==> src/rtl/demux_burst_scheduler.sv <==
// rtl/demux_burst_scheduler.sv - round-robin burst scheduler feeding a 1:NUM_OUT demux
// Single-entry output register; the select advances only at burst boundaries.
module demux_burst_scheduler #(
  parameter int DATA_W    = 8,
  parameter int NUM_OUT   = 4,
  parameter int SEL_W     = 2,
  parameter int BURST_LEN = 4
) (
  input  logic               clk,
  input  logic               rst_n,
  input  logic [DATA_W-1:0]  i_data,
  input  logic               i_valid,
  output logic               i_ready,
  input  logic [NUM_OUT-1:0] en,
  output logic [DATA_W-1:0]  y_data,
  output logic [NUM_OUT-1:0] y_valid,
  input  logic [NUM_OUT-1:0] y_ready,
  output logic [SEL_W-1:0]   s,
  output logic               burst_done
);

  localparam int CNT_W = (BURST_LEN > 1) ? $clog2(BURST_LEN) : 1;
  localparam logic [CNT_W-1:0] CNT_LAST = CNT_W'(BURST_LEN - 1);

  logic [SEL_W-1:0]  sel_q, sel_d;
  logic [CNT_W-1:0]  cnt_q, cnt_d;
  logic              full_q, full_d;
  logic [SEL_W-1:0]  tag_q, tag_d;
  logic [DATA_W-1:0] data_q, data_d;

  logic [SEL_W-1:0]  next_sel;
  logic [SEL_W-1:0]  idx;
  logic              found;
  logic              sel_ok, acc, retire, last;

  // First enabled output after sel, wrapping back to sel itself; sel unchanged if en==0.
  always_comb begin
    next_sel = sel_q;
    found    = 1'b0;
    idx      = sel_q;
    for (int k = 1; k <= NUM_OUT; k++) begin
      idx = sel_q + SEL_W'(k);
      if (!found && en[idx]) begin
        next_sel = idx;
        found    = 1'b1;
      end
    end
  end

  assign sel_ok     = en[sel_q] | (cnt_q != '0);
  assign retire     = full_q & y_ready[tag_q];
  assign i_ready    = rst_n & sel_ok & (!full_q | y_ready[tag_q]);
  assign acc        = i_valid & i_ready;
  assign last       = (cnt_q == CNT_LAST);
  assign burst_done = acc & last;

  assign y_data  = data_q;
  assign y_valid = full_q ? (NUM_OUT'(1) << tag_q) : '0;
  assign s       = sel_q;

  always_comb begin
    sel_d  = sel_q;
    cnt_d  = cnt_q;
    full_d = full_q;
    tag_d  = tag_q;
    data_d = data_q;
    if (acc) begin
      full_d = 1'b1;
      tag_d  = sel_q;
      data_d = i_data;
      if (last) begin
        cnt_d = '0;
        sel_d = next_sel;
      end else begin
        cnt_d = cnt_q + CNT_W'(1);
      end
    end else if (retire) begin
      full_d = 1'b0;
    end
    // Reselect: boundary reached on a disabled output, so hop before accepting.
    if (!sel_ok) begin
      sel_d = next_sel;
    end
  end

  always_ff @(posedge clk) begin
    if (!rst_n) begin
      sel_q  <= '0;
      cnt_q  <= '0;
      full_q <= 1'b0;
      tag_q  <= '0;
      data_q <= '0;
    end else begin
      sel_q  <= sel_d;
      cnt_q  <= cnt_d;
      full_q <= full_d;
      tag_q  <= tag_d;
      data_q <= data_d;
    end
  end

endmodule

==> config.mk <==
export PLATFORM = sky130hd
export DESIGN_NAME = demux_burst_scheduler
export DESIGN_NICKNAME = d
export VERILOG_FILES = /design/src/rtl/demux_burst_scheduler.sv
export SDC_FILE = /design/constraint.sdc
export NUM_CORES = 1
export LEC_CHECK = 0
export CORE_ASPECT_RATIO = 0.7
export CORE_MARGIN = 2
export CORE_UTILIZATION = 29
export CTS_CLUSTER_SIZE = 30
export DETAILED_ROUTE_END_ITERATION = 8
export PLACE_DENSITY = 0.67
export RECOVER_POWER = 50
export SLEW_MARGIN = 25
export SYNTH_ARGS = -nofsm -noshare
export SYNTH_HDL_FRONTEND = slang
export SYNTH_SLANG_ARGS = --single-unit
==> constraint.sdc <==
create_clock -name clk -period 4.5 [get_ports clk]
set_input_delay 1.35 -clock clk [delete_from_list [all_inputs] [get_ports clk]]
set_output_delay 1.35 -clock clk [all_outputs]
set_load 0.03 [all_outputs]
==> results_dict.tcl <==
set metrics [dict create \
    synthTopCellsByArea "dfxtp_1 (34%), nand2_1 (9.8%), nand3_1 (7.4%), mux2i_1 (4.6%), nor2_1 (3.4%)" \
    totalWireLength_um 2220 \
    clock_latency_ns 0.25 \
    die_area_um2 3490 \
    drtAntennaViolNets 0 \
    drtPass1Iterations 4 \
    final_common_cell "nand2_1" \
    status "completed" \
    fin_crit_sh_pct 95.6 \
    rsz0062_at_grt "no" \
    wire_per_inst_um 12.2 \
    dp_hpwl_um 1740 \
    grt_pass1_vias 800 \
    top_level_ports 35 \
    setup_violations 0 \
    die_h_um 50.0 \
    skew_ns 0.00618 \
    tritoncts "yes" \
    io_buffers 34 \
    yosysSeqAreaShare_pct 34.2 \
    total_leakage_power_nw 0.565 \
    max_freq_mhz 233 \
    grt_max_degree 20 \
    tightest_slew_ns 0.639 \
    htreeDepth 1 \
    numCtsBuffers 3 \
    cp_max_fo 5 \
    hold_buffers 0 \
    final.fill_count 278 \
    first_iter_violations 18 \
    crit_type "input pin to output port" \
    core_area_um2 2840 \
    syn_area_um2 877 \
    ff2ff_setup_slack_ns 2.43 \
    min_period_ns 4.30 \
    crit_end "i_ready" \
    final_util_pct 45.6 \
    whs_ns 0.454 \
    cellPowerDensity_nw_per_um2 407 \
    initial_core_util_pct 30.9 \
    fin_setup_tns_ns 0 \
    vdd_drop_max_mv 0.208 \
    arrival_ns 2.95 \
    antenna_found_initial 0 \
    dieWidth_um 69.7 \
    clock_path_buffers 2 \
    crit_path_start_kind "input pin" \
    yosysTopAreaCell "dfxtp_1" \
    drv_slew 0 \
    critPathRequiredTime_ns 3.15 \
    final_cell_mix "nand2_1 (23), clkdlybuf4s50_1 (22), dfxtp_1 (15)" \
    drc 0 \
    relSlewSlack_pct 57.3 \
    grt_overflow 0 \
    finalHoldViolCount 0 \
    end_kind "output port" \
    drive_gt1_share_pct 11.0 \
    grt_use_total_pct 13.5 \
    clk_pin_slew_ns 0.06 \
    syn_nets 129 \
    routabilityCongestion 0.774 \
    ys_async_sr_fraction_pct 0 \
    area_growth_pct 47.9 \
    num_vias 900 \
    max_cap_viol_count 0 \
    cts_root_buf "clkbuf_8" \
    synth_edf_count 0 \
    stdcell_count 182 \
    syn_inst 108 \
    routed_via_density 4.95 \
    synth_top_area_share_pct 34.2 \
    nets 168 \
    syn_avg_cell_area_um2 8.12 \
    hp-class "flop to flop" \
    netlist-cell-type-count 34 \
    diodes 0 \
    rows 16 \
    reg2regPathDepth 5 \
    crit_path_start "y_ready[2]" \
    ys_ff_latch 15 \
    numClockSinks 15 \
    ys.flop_type "dfxtp_1" \
    grt_pass1_wl_um 3780 \
    r2r-start "s[1]" \
    ys_warn_count 0 \
    dp_cells 178 \
    r2r_end "cnt_q[0]" \
]
[metal layers]
layer	track usage [%]	part of all wire (%)
met5	0	0
met4	2.88	0.90
met3	3.68	3.7
met2	24.0	48
met1	16.5	47
[sequential cells by signal, summed over array words and instances, names as in the netlist]
register and flops:
full_q 1, s 2, tag_q 2, y_data 8
cnt_q 2
[cell type report]
cell class                 count  area, um^2  area share (%)
sequential                    15         300            23.1
tap                           36        45.0            3.47
clock inverter                 1        5.00           0.386
clock buffer                   3        41.3            3.18
timing repair buffer          40         379            29.2
inverter                       4        15.0            1.16
multi-input combinational     83         512            39.4
[through the flow]
stage,setup WS (ns),total power (W),cell area [um^2]
floorplan,0.620,0.000355,877
global placement,-0.195,0.000431,1270
detailed placement,-0.194,0.000439,1270
CTS,0.0269,0.000545,1320
global route,0.144,0.000564,1300
finish,0.200,0.000528,1300
[cells by family (layout without fill, tap and decap cells)]
logic type	Yosys count	in the layout	synth area share, %
mux	6	6	8.42
flops	15	15	34.2
simple gates	58	58	32.5
buf+inv	10	48	5.42
compound gates	17	17	16.5
fa+ha+maj	2	2	2.85
[worst min path at each step]
stage                          from         to  slack (ns)  cells after the start
after floorplan            cnt_q[1]   cnt_q[1]        0.45                      2
after global placement    y_data[2]  y_data[2]        0.44                      2
after detailed placement  y_data[0]  y_data[0]        0.45                      2
after CTS                 y_data[0]  y_data[0]        0.46                      2
after global routing      y_data[5]  y_data[5]        0.48                      2
final                     y_data[7]  y_data[7]        0.45                      2
[Yosys cell counts (2+ instances only)]
cell type and n:
ha_1 2, nor2_1 8, clkbuf_1 2, inv_1 4, nor2b_1 2, buf_2 2, o31ai_1 2, nand3_1 13
dfxtp_1 15, nand2_1 23, mux2i_1 4, and2_1 2, and3_1 3, o21ai_0 5, a21oi_1 2
[worst max-delay path, stage by stage]
cell and delay (ns):
dlygate4sd3_1 0.53, mux2_2 0.15, a2bb2oi_2 0.31, and3_1 0.21, dlygate4sd2_1 0.40
[where the power goes]
group | leakage [nW] | total (W) | switching, W | internal, W
logic | 0.417 | 0.000228 | 0.000121 | 0.000108
clock network | 0.0255 | 0.000109 | 0.0000475 | 0.0000613
registers | 0.123 | 0.000191 | 0.0000326 | 0.000159
total | 0.565 | 0.000528 | 0.000201 | 0.000327
[timing repair]
| action | CTS | global route |
|---|---|---|
| setup buffers | 0 | 0 |
| endpoints found under the setup margin | 2 | 1 |
| hold endpoints to repair | 0 | 0 |
| resized for setup | 2 | 2 |
Power figures use the tool's default switching activity.
